**config.mk**
```make
export PLATFORM = sky130hd
export DESIGN_NAME = ram32x8
export DESIGN_NICKNAME = d
export VERILOG_FILES = /design/src/rtl/ram32x8.sv
export SDC_FILE = /design/constraint.sdc
export NUM_CORES = 1
export LEC_CHECK = 0
export CAP_MARGIN = 20
export CORE_UTILIZATION = 57
export CTS_BUF_LIST = sky130_fd_sc_hd__clkbuf_8
export CTS_CLUSTER_SIZE = 28
export DETAILED_ROUTE_END_ITERATION = 8
export DONT_BUFFER_PORTS = 1
export PLACE_DENSITY_LB_ADDON = 0.05
export SLEW_MARGIN = 0
export SYNTH_ARGS = -nofsm -noshare
export SYNTH_HDL_FRONTEND = slang
export SYNTH_SLANG_ARGS = --single-unit
export TNS_END_PERCENT = 10
```
**constraint.sdc**
```tcl
create_clock -name clock -period 3.3 [get_ports clock]
set_input_delay 0.825 -clock clock [delete_from_list [all_inputs] [get_ports clock]]
set_output_delay 0.825 -clock clock [all_outputs]
set_load 0.03 [all_outputs]
```
**src/rtl/ram32x8.sv**
```systemverilog
// Single-port 32x8 synchronous RAM with registered, write-through read data.
// Powers up holding the ascending odd sequence 1, 3, ..., 63 so it can be searched immediately.
module ram32x8 #(
   parameter int ADDR_WIDTH = 5,
   parameter int DATA_WIDTH = 8
) (
   input  logic                  clock,
   input  logic                  reset,
   input  logic [ADDR_WIDTH-1:0] address,
   input  logic [DATA_WIDTH-1:0] data,
   input  logic                  wren,
   output logic [DATA_WIDTH-1:0] q
);

   localparam int DEPTH = 2 ** ADDR_WIDTH;

   // Power-up image: mem[i] = 2*i + 1. Reset never touches the array.
   logic [DATA_WIDTH-1:0] mem [DEPTH] = '{
      8'd1,  8'd3,  8'd5,  8'd7,  8'd9,  8'd11, 8'd13, 8'd15,
      8'd17, 8'd19, 8'd21, 8'd23, 8'd25, 8'd27, 8'd29, 8'd31,
      8'd33, 8'd35, 8'd37, 8'd39, 8'd41, 8'd43, 8'd45, 8'd47,
      8'd49, 8'd51, 8'd53, 8'd55, 8'd57, 8'd59, 8'd61, 8'd63
   };

   logic [DATA_WIDTH-1:0] q_p1 = '0;

   // Stage p0 -> p1: reset beats wren; a write also forwards its data to q.
   always_ff @(posedge clock) begin
      if (reset) begin
         q_p1 <= '0;
      end else if (wren) begin
         mem[address] <= data;
         q_p1         <= data;
      end else begin
         q_p1 <= mem[address];
      end
   end

   assign q = q_p1;

endmodule

```
==> metrics.md <==
| Metric | Value |
|---|---|
| Outcome | `completed` |
| Clock Sinks | `264` |
| Fin nets | `583` |
| Hold Startpoint | `reset` |
| H-tree Lvls | `2` |
| Clock share of power | `39.9%` |
| Synth Area in Simple Gates | `4.85%` |
| Gr ovfl total | `0` |
| Worst-path clk slew | `60 ps` |
| Syn avg cell area | `19.2 um^2` |
| Pre-CTS WS | `595 ps` |
| Clock Tree Buf Depth | `3` |
| Worst EP required | `3470 ps` |
| EDFF count, synth | `256` |
| Worst path max stage delay | `640 ps` |
| Sw Pwr | `0.00133 W` |
| Hold buffer count at cts | `0` |
| Die height | `137 um` |
| Startpoint types | `input pin` |
| Fmax | `0.468 GHz` |
| Main combinational cell family by area after synthesis | `multiplexers` |
| RSZ-0062 raised after global routing | `no` |
| Seq pwr share | `57.1%` |
| Chip width | `137 um` |
| Synth Register Bits | `264` |
| Gr usage total | `25.4%` |
| Port Buffer Count | `0` |
| Worst Skew | `12.6 ps` |
| Maxcap violations | `0` |
| Total CTS buffers | `41` |
| Initial antenna violation count | `0` |
| RD Place Congestion | `0.867` |
| Compound-Gate Fraction of Synth Area | `4.17%` |
| Largest net degree at the start of global routing | `93` |
| Initial Utilization | `58.2%` |
| Hold Crit Class | `in2reg` |
| CP arrival | `2300 ps` |
| Share of layout cells above drive strength 1 | `17.7%` |
| Final core occ | `63.6%` |
| Max-slew headroom | `51.5%` |
| # fillers | `1240` |
| Crit path cell chain | `nand2b_1, or3_1, nor2_1` |
| Postcts setup bufs | `0` |
| VDD IR max | `0.559 mV` |
| Initial DRT Pass Iterations | `5` |
| CORE AREA | `18000 um^2` |
| Most common cell in the synthesized netlist | `edfxtp_1` |
| Static Leakage | `3.80 nW` |
| Worst R2R Start | `mem[9][3]$_DFFE_PP_` |
| Netlist cell types | `47` |
| Period utilisation layout | `64.7%` |
| Worst slew pin tran | `725 ps` |
| CTS tree | `built` |
| Synth top area cells | `edfxtp_1, mux4_2, mux2i_1` |
| Largest fanout on the critical path | `10` |
| CP Class | `in2reg` |
| Seq/Total Area, Yosys | `75.1%` |
| PD cells | `573 nW/um^2` |
| Final WS setup | `1160 ps` |
| 1st-iter DRT viols | `463` |
| Final Hold Fails | `0` |
| Final HPWL DP | `13300 um` |
| Adder-cell area share of the yosys netlist | `0%` |
| P_int | `0.00521 W` |
| Final slew viol count | `0` |
| Vias in the first global route | `5112` |
| Switching portion of total power | `20.3%` |
| Top cell type by total area after synthesis | `edfxtp_1` |
| Clk root buf | `clkbuf_8` |
| Comb pwr share | `3.0%` |
| Ys async rst share | `0%` |
| Clk_lat worst skew | `540 ps` |
| Tmin final | `2140 ps` |
| Syn. warnings | `0` |
| # rows | `49` |
| Total Neg Setup Slack | `0 ps` |
| Yosys top cell area share | `73.6%` |
| First-pass GRT wire length | `32900 um` |
| Post-synthesis mux area share | `13.6%` |
| DIE AREA | `18900 um^2` |
| Diode count | `0` |
| Ys flop type | `edfxtp_1` |
| CP Capture Type | `flip-flop` |
| Post-synthesis cell count | `544` |
| XOR/XNOR share of the synthesized area | `0%` |
| Worst setup path startpoint | `reset` |
| Synth Net Count | `560` |
| Via Count | `5212` |
| DRC | `0` |
| Post-CTS sizing | `0` |
| Post-synth top cells | `edfxtp_1, mux2i_1, nor2_1` |
| Final ANT Viol Nets | `0` |
| Boundary pin count | `24` |
| Cell area after synthesis | `10400 um^2` |
| Layout Area Growth over Synthesis | `9.29%` |
| Detailed-route wire length per cell | `27.1 um` |
| Vias per cell | `6.29` |
| Critical Path Slowest Stage Cell | `nor2_1` |
| Routed WL | `22400 um` |
| Final setup fails | `0` |
[area by class of cell]
type / count / area (um^2) / area share, %
Sequential cell: 264 / 7850 / 68.7
Multi-Input combinational cell: 242 / 2370 / 20.7
Clock buffer: 48 / 661 / 5.79
Tap cell: 229 / 287 / 2.51
Clock inverter: 28 / 140 / 1.23
Timing Repair Buffer: 13 / 97.6 / 0.855
Inverter: 5 / 18.8 / 0.164
[power by group through the flow]
stage	Combinational (W)	Clock (W)	Sequential (W)
2_1_floorplan	0.000198	0	0.00380
5_1_grt	0.000204	0.00279	0.00374
3_3_place_gp	0.000194	0	0.00381
3_5_place_dp	0.000194	0	0.00381
4_1_cts	0.000195	0.00266	0.00374
6_report	0.000193	0.00261	0.00373
[cells by family (layout without fill, tap and decap cells)]
family / after synthesis / count (layout)
flip-flops: 264 / 264
AND/OR/NAND/NOR: 94 / 94
multiplexers: 88 / 88
AO/OA/AOI/OAI: 60 / 60
buffers and inverters: 38 / 94
[flip-flops by register name (all words and copies together) (netlist names)]
name	cells
q	8
mem	256
[metrics by stage]
stage	hold WS, ps	power [W]	cells	cell area, um^2
finish	379	0.00654	829	11400
global route	349	0.00673	829	11400
CTS	350	0.00659	829	11400
detailed placement	731	0.00400	753	10600
global placement	721	0.00400	753	10600
floorplan	664	0.00400	544	10400
[routing by layer]
layer / GRT usage [%] / part of all wire (%) / vias up
met3: 4.71 / 7.4 / 47
met4: 10.2 / 2.8 / 0
li1: - / - / 2272
met5: 0 / 0 / -
met2: 38.8 / 48 / 229
met1: 36.6 / 42 / 2664
[path summary, 6_finish.rpt]
kind,slack (ps),depth (start not counted),end
hold / removal,380,1,q[3]$_SDFF_PP0_
setup reg to reg,1460,4,q[3]$_SDFF_PP0_
hold reg to reg,740,4,q[1]$_SDFF_PP0_
setup / recovery,1160,3,mem[4][7]$_DFFE_PP_
[worst max-delay path, delay by kind of cell]
family | cells | cell delay (ps)
and+or+nand+nor | 3 | 1470
[placed cells by master, fill, tap and decap left out, drive strengths merged, types with 5 or more instances in the layout]
cell / netlist / layout
edfxtp: 256 / 256
clkbuf: 8 / 48
mux2i: 47 / 47
mux4: 40 / 40
nor2: 37 / 37
inv: 5 / 21
o22ai: 15 / 15
nand2: 13 / 13
buf: 25 / 13
clkinv: 0 / 10
dfxtp: 8 / 8
a21o: 7 / 7
nand3: 6 / 6
nor3: 6 / 6
nand3b: 5 / 5
a211oi: 5 / 5
nor2b: 5 / 5
No activity file was read; power rests on OpenSTA's default activity.
